File: src/rtl/dmem_arb_pkg.sv
// Shared types and constants for the data-memory arbiter.
package dmem_arb_pkg;

  localparam int NPORTS = 2;
  localparam int STAT_W = 16;

  typedef enum logic [1:0] {
    IDLE,
    ACCESS,
    DONE
  } arb_state_t;

  typedef logic port_id_t;

  // Counters stick at all-ones instead of wrapping to zero.
  function automatic logic [STAT_W-1:0] sat_inc(input logic [STAT_W-1:0] v);
    return (v == '1) ? v : v + STAT_W'(1);
  endfunction

endpackage

File: src/rtl/dmem_arb_rr_pick.sv
// Combinational 2-way round-robin picker: a lone request wins outright,
// a tie goes to the port that did not own the memory last.
module dmem_arb_rr_pick
  import dmem_arb_pkg::*;
(
  input  logic [NPORTS-1:0] req,
  input  port_id_t          last_owner,
  output port_id_t          owner,
  output logic              valid
);

  always_comb begin
    valid = |req;
    owner = 1'b0;
    case (req)
      2'b01:   owner = 1'b0;
      2'b10:   owner = 1'b1;
      2'b11:   owner = ~last_owner;
      default: owner = 1'b0;
    endcase
  end

endmodule

File: src/rtl/dmem_arbiter.sv
// Round-robin arbiter sharing the single-port data memory between two requesters.
// Optional DMEM_ARB_STATS_EN adds saturating grant/conflict counters.
module dmem_arbiter
  import dmem_arb_pkg::*;
#(
  parameter int ADDR_W = 8,
  parameter int DATA_W = 8
) (
  input  logic              CLK,
  input  logic              reset,
  input  logic [1:0]        req,
  input  logic [1:0]        we,
  input  logic [ADDR_W-1:0] addr0,
  input  logic [ADDR_W-1:0] addr1,
  input  logic [DATA_W-1:0] wdata0,
  input  logic [DATA_W-1:0] wdata1,
  output logic [1:0]        ack,
  output logic [DATA_W-1:0] rdata,
  output logic [ADDR_W-1:0] mem_addr,
  output logic              mem_rd,
  output logic              mem_wr,
  output logic [DATA_W-1:0] mem_wdata,
  input  logic [DATA_W-1:0] mem_rdata
`ifdef DMEM_ARB_STATS_EN
  ,
  output logic [STAT_W-1:0] stat_grants0,
  output logic [STAT_W-1:0] stat_grants1,
  output logic [STAT_W-1:0] stat_conflicts
`endif
);

  arb_state_t        state, state_d;
  port_id_t          owner_q, owner_d;
  port_id_t          last_owner, last_owner_d;
  port_id_t          pick_owner;
  logic              pick_valid;
  logic [1:0]        ack_d;
  logic [DATA_W-1:0] rdata_d;
  logic [ADDR_W-1:0] mem_addr_d;
  logic [DATA_W-1:0] mem_wdata_d;
  logic              mem_rd_d, mem_wr_d;

  dmem_arb_rr_pick u_pick (
    .req        (req),
    .last_owner (last_owner),
    .owner      (pick_owner),
    .valid      (pick_valid)
  );

  // The memory address/data registers double as the request latch, so
  // requester-side changes after the grant never reach the memory.
  always_comb begin
    state_d      = state;
    owner_d      = owner_q;
    last_owner_d = last_owner;
    ack_d        = '0;
    rdata_d      = rdata;
    mem_addr_d   = mem_addr;
    mem_wdata_d  = mem_wdata;
    mem_rd_d     = 1'b0;
    mem_wr_d     = 1'b0;
    case (state)
      IDLE: begin
        if (pick_valid) begin
          owner_d     = pick_owner;
          mem_addr_d  = pick_owner ? addr1 : addr0;
          mem_wdata_d = pick_owner ? wdata1 : wdata0;
          mem_wr_d    = we[pick_owner];
          mem_rd_d    = ~we[pick_owner];
          state_d     = ACCESS;
        end
      end
      ACCESS: begin
        if (mem_rd) rdata_d = mem_rdata;
        ack_d[owner_q] = 1'b1;
        state_d        = DONE;
      end
      DONE: begin
        last_owner_d = owner_q;
        state_d      = IDLE;
      end
      default: state_d = IDLE;
    endcase
  end

  always_ff @(posedge CLK) begin
    if (reset) begin
      state      <= IDLE;
      owner_q    <= 1'b0;
      last_owner <= 1'b1;
      ack        <= '0;
      rdata      <= '0;
      mem_addr   <= '0;
      mem_wdata  <= '0;
      mem_rd     <= 1'b0;
      mem_wr     <= 1'b0;
    end else begin
      state      <= state_d;
      owner_q    <= owner_d;
      last_owner <= last_owner_d;
      ack        <= ack_d;
      rdata      <= rdata_d;
      mem_addr   <= mem_addr_d;
      mem_wdata  <= mem_wdata_d;
      mem_rd     <= mem_rd_d;
      mem_wr     <= mem_wr_d;
    end
  end

`ifdef DMEM_ARB_STATS_EN
  always_ff @(posedge CLK) begin
    if (reset) begin
      stat_grants0   <= '0;
      stat_grants1   <= '0;
      stat_conflicts <= '0;
    end else begin
      if (state == DONE) begin
        if (owner_q) stat_grants1 <= sat_inc(stat_grants1);
        else         stat_grants0 <= sat_inc(stat_grants0);
      end
      if (state == IDLE && req == 2'b11) stat_conflicts <= sat_inc(stat_conflicts);
    end
  end
`endif

endmodule

File: config.mk
export PLATFORM = sky130hd
export DESIGN_NAME = dmem_arbiter
export DESIGN_NICKNAME = d
export VERILOG_FILES = /design/src/rtl/dmem_arb_pkg.sv /design/src/rtl/dmem_arb_rr_pick.sv /design/src/rtl/dmem_arbiter.sv
export SDC_FILE = /design/constraint.sdc
export NUM_CORES = 1
export LEC_CHECK = 0
export ABC_AREA = 1
export BUFFER_PORTS_ARGS = -buffer_cell sky130_fd_sc_hd__clkbuf_2
export CORE_MARGIN = 2
export CORE_UTILIZATION = 40
export CTS_CLUSTER_SIZE = 40
export DETAILED_ROUTE_END_ITERATION = 10
export PLACE_DENSITY = 0.72
export RECOVER_POWER = 25
export SLEW_MARGIN = 20
export SYNTH_ARGS = -nofsm -noshare
export SYNTH_HDL_FRONTEND = slang
export SYNTH_SLANG_ARGS = --single-unit
File: constraint.sdc
create_clock -name CLK -period 1.4 [get_ports CLK]
set_input_delay 0.28 -clock CLK [delete_from_list [all_inputs] [get_ports CLK]]
set_output_delay 0.28 -clock CLK [all_outputs]
set_load 0.01 [all_outputs]
Word-level counts from Yosys, hierarchy flattened
Cells that the tools add are included.
{"block": "totals", "elab_cells": 38, "out_inout_bits": 28, "regBits": 32, "inputBits": 46}
{"block": "op_classes", "mux": 9, "n_eq_ne": 5, "reduce_logical": 7, "bitwise_logic": 5, "n_lt_le_gt_ge": 3}
{"op": "$mux W8", "n": 2}
{"op": "$eq A2 B2 Y1 const B", "n": 3}
{"op": "$not A1 Y1", "n": 5}
{"op": "$lt A1 B2 Y1 const B", "n": 2}
{"op": "$pmux W2 S2", "n": 1}
{"op": "$reduce_and A2 Y1", "n": 2}
{"op": "$reduce_or A2 Y1", "n": 2}
{"op": "$mux W1", "n": 3}
{"op": "$reduce_or A3 Y1", "n": 1}
{"op": "$eq A2 B1 Y1 const B", "n": 1}
{"op": "$logic_not A2 Y1", "n": 1}
{"op": "$mux W2", "n": 1}
{"op": "$ne A2 B2 Y1 const B", "n": 1}
{"op": "$pmux W1 S2", "n": 1}
{"op": "$demux W1 S1", "n": 1}
{"op": "$ge A1 B1 Y1 const B", "n": 1}
{"op": "$logic_and A1 B1 Y1", "n": 1}

Logic depth before layout (Yosys ltp)
{"block": "depth", "depth_word": 5, "depth_mapped": 7, "depth_no_buf": 6}

Modules after synthesis
A second synthesis with hierarchy kept.
{"block": "hier_totals", "hier_cells": 237, "hier_area_um2": 1502.7}
{"module": "dmem_arbiter", "seq_area_each_um2": 640.6, "cells_per_inst": 234, "instances": 1, "area_per_inst_um2": 1487.7}
{"module": "dmem_arb_rr_pick", "seq_area_each_um2": 0.0, "cells_per_inst": 3, "instances": 1, "area_per_inst_um2": 15.0}

Worst setup path after synthesis
Ideal clock, no wire load.
{"block": "synth_timing", "path_kind": "input port to flip-flop", "start": "input req[1]", "end": "register mem_addr[0]", "path_buffers": 2, "path_slack_ns": 0.355, "path_stages": 7, "setup_time_ns": 0.112, "arrival_time_ns": 0.934, "required_time_ns": 1.288, "path_cell_list": "buf_4 nor2_2 nor2_4 buf_6 nand2_1 nor2_1 nor2_1"}
{"block": "synth_via", "elab_chain_len": 3, "elab_cells_between_ends": 6, "cone_classes": "eq/ne: 2; mux: 2; reduce/logical: 2"}
{"element": "start: declaration", "line": "dmem_arbiter.sv:11", "text": "input logic [1:0] req,"}
{"element": "$eq A2 B2 Y1", "line": "dmem_arb_rr_pick.sv:15", "text": "case (req)"}
{"element": "$pmux W1 S2", "line": "dmem_arb_rr_pick.sv:15"}
{"element": "$mux W8", "line": "dmem_arbiter.sv:66", "text": "mem_addr_d = pick_owner ? addr1 : addr0;"}
{"element": "end signal: assignment", "line": "dmem_arbiter.sv:103", "text": "mem_addr <= mem_addr_d;"}
{"element": "end: declaration", "line": "dmem_arbiter.sv:19", "text": "output logic [ADDR_W-1:0] mem_addr,"}
Several ways; a longest one is shown, not always the timed one.
A chain may end at the register's enable or synchronous reset.

Final worst setup path
{"block": "layout_timing", "start": "register mem_rd", "end": "output mem_rd"}
{"element": "start: declaration", "line": "dmem_arbiter.sv:20", "text": "output logic mem_rd,"}
{"element": "start signal: assignment", "line": "dmem_arbiter.sv:105", "text": "mem_rd <= mem_rd_d;"}
No word-level cell between the ends.

==> qor.csv <==
stage,metric,value,unit
status,status,"complete, no violations",
sta,Setup TNS Final,0,ps
cts,H-tree Lvls,2,
yosys,Avg Synthesized Cell Area,6.95,um2
critical_path,Reg2Reg Launch Point,state[1],
sta,max-slew violation count,0,
critical_path,kind of critical path,register to primary output,
global_routing,GR peak layer,met2,
critical_path,Setup crit end kind,primary output,
route,routed length per instance,10.4,um
floorplan,Die ar.,4520,um2
floorplan,core area,3740,um2
cts,# resized after CTS,0,
critical_path,CP startpoint,mem_rd,
floorplan,row count,22,
route,via count,1587,
sta,Period minus WS final,1270,ps
critical_path,Critical Path Start Type,register,
final_layout,design area,2060,um2
critical_path,CP Max Fanout,10,
yosys,Yosys reg bits,32,
final_layout,P&R area growth vs syn,28.6,%
floorplan,die width,67.2,um
sta,Slew @ Worst Pin,668,ps
final_layout,area occupied by registers,641,um2
yosys,Post-synth EDFFs,0,
yosys,ys async rst share,0,%
cts,CTS tree,built,
global_routing,met3 GRT Util,5.17,%
global_routing,first-pass GRT wire length,5.88,mm
route,drt via density,4.52,
floorplan,# IOs,74,
yosys,Syn Nets,276,
yosys,Cell variety after synth,21,
floorplan,initial core utilization,42.7,%
pwr,Power Density,1150,nW/um2
sta,fin crit share,90.6,%
pwr,leakage power,1.06,nW
sta,Rel. slew slack,55.4,%
critical_path,CP arrival,990,ps
global_routing,number of global-route vias before repair,1349,
final_layout,Layout fillers,404,
floorplan,die height,67.2,um
sta,Final Hold Vio Count,0,
critical_path,Crit path depth,1,
sta,Peak Freq,789,MHz
sta,unrepaired setup endpoints after global routing,false,
global_routing,initial antenna violation count,0,
final_layout,final core area utilization,54.9,%
min_path,Hold Path Origin,mem_rdata[3],
final_layout,share of cells above drive strength 1,27.4,%
sta,Worst Skew,2.27,ps
cts,Max clock buf depth,2,
global_routing,All-Layer GR Usage,17.2,%
cts,Num Clock Sinks,32,
yosys,sequential cell area fraction in the yosys report,40.1,%
critical_path,slowest cell on the critical path,dfxtp_1,
route,remaining antenna violation count,0,
route,drt drc,0,
placement,DP Wirelength,2.64,mm
placement,IO buf count,73,
placement,Area after DPL,1960,um2
flow_run,max-cap violations,0,
global_routing,"Remaining Overflow, GRT",0,
critical_path,"slowest stage delay, CP",510,ps
critical_path,"Largest delay share family, worst path",flip-flops,
pwr,VDD IR max,676,uV
final_layout,multi-input logic area,757,um2
final_layout,antenna cell count,0,
yosys,Synth Cell Area,1600,um2
critical_path,CP endpoint,mem_rd,
cts,Num CTS Buffers,5,
cts,Skew-Pair Late Insertion Delay,280,ps
sta,Final setup viols,0,
yosys,Mapped Cells,230,
route,first-pass detailed-route iteration total,4,
critical_path,WP buf/inv,1,
yosys,Ys Warns,0,
critical_path,reg2reg end,mem_wdata[3],
route,drt initial violations,64,
placement,GPL Wtd Cong,0.819,
yosys,ys flop type,dfxtp_1,
min_path,Worst Hold Class,input pin to register,
cts,hold_buf cts,0,
critical_path,CP Data Required Time,1120,ps
cts,post-CTS setup buffer count,0,
global_routing,GR Layer Usage met2,29.6,%
route,drt total wl,3.64,mm
global_routing,met1 Use GR,20.0,%
critical_path,Reg2Reg Setup Slack,200,ps
critical_path,R2R cell count,6,
critical_path,crit-path cells,clkbuf_2,
global_routing,largest net degree at the start of global routing,20,
cts,Worst-path clk slew,60,ps
cts,Root Buffer,clkbuf_8,
final_layout,nets@finish,348,
[registers in the layout, indices dropped and copies added, names as in the netlist]
name,count
mem_addr,8
mem_wdata,8
rdata,8
ack,2
state,2
last_owner,1
mem_rd,1
mem_wr,1
owner_q,1
[placed cells by master (no fill, tap or decap), types with 2 or more instances in the layout]
cell type,instances
nand4_1,8
clkbuf_8,5
clkbuf_2,62
a21oi_1,9
buf_4,6
nor2_1,34
nand2_1,63
inv_1,25
dfxtp_1,32
a21boi_0,2
nor2_2,3
a21boi_1,14
nand3_1,20
clkbuf_1,12
[cell families (layout without fill, tap and decap cells)]
family	after synthesis	after routing	share of synthesized area [%]
buffers and inverters	39	112	12.6
AND/OR/NAND/NOR	131	131	35.1
AO/OA/AOI/OAI	28	28	12.2
flip-flops	32	32	40.1
[synthesized netlist by cell type (2+ instances only)]
cell type	n	area share (%)
nand4_1	8	3.1
buf_2	5	1.6
dfxtp_1	32	40
nand3_1	20	6.3
nor2_1	34	8.0
nor2_2	3	1.2
a21boi_1	14	6.6
nand2_1	63	15
a21boi_0	2	0.94
a21oi_1	9	2.8
buf_6	5	3.5
buf_4	3	1.4
inv_1	24	5.6
[worst min-delay path by stage]
stage          endpoint  depth (start not counted)
6_report       rdata[3]                          3
5_1_grt        rdata[3]                          3
4_1_cts        rdata[3]                          3
3_5_place_dp   rdata[4]                          2
3_3_place_gp   rdata[3]                          2
2_1_floorplan    ack[0]                          1
[power by group]
part	internal, mW	total, mW	switching, mW
logic	0.198	0.481	0.283
clock network	0.528	0.860	0.333
registers	0.983	1.02	0.0392
[worst min-delay path, cell delays in order]
cell and delay, ps:
clkbuf_2 80, nand4_1 70, a21oi_1 60
[per-layer routing]
| metal | vias to the layer above | part of all wire [%] |
|---|---|---|
| met1 | 687 | 45 |
| met3 | 6 | 5.0 |
| met2 | 32 | 49 |
| met5 | - | 0 |
| met4 | 0 | 1.5 |
| li1 | 862 | - |
[final cells by class]
type	count	area share, %
Multi-Input combinational cell	159	36.8
Tap cell	48	2.92
Clock buffer	6	3.53
Sequential cell	32	31.2
Timing Repair Buffer	79	19.3
Inverter	25	4.56
Clock inverter	2	1.70
[per-stage QoR]
step | setup WS [ps] | cells | total power [mW] | hold WS (ps)
3_5_place_dp | 85.1 | 343 | 1.54 | 456
4_1_cts | 130 | 351 | 2.40 | 245
5_1_grt | 64.3 | 351 | 2.52 | 240
2_1_floorplan | 355 | 230 | 1.38 | 426
6_report | 132 | 351 | 2.36 | 248
3_3_place_gp | 120 | 343 | 1.53 | 450
Note: power is estimated with default switching activity, not from simulation.
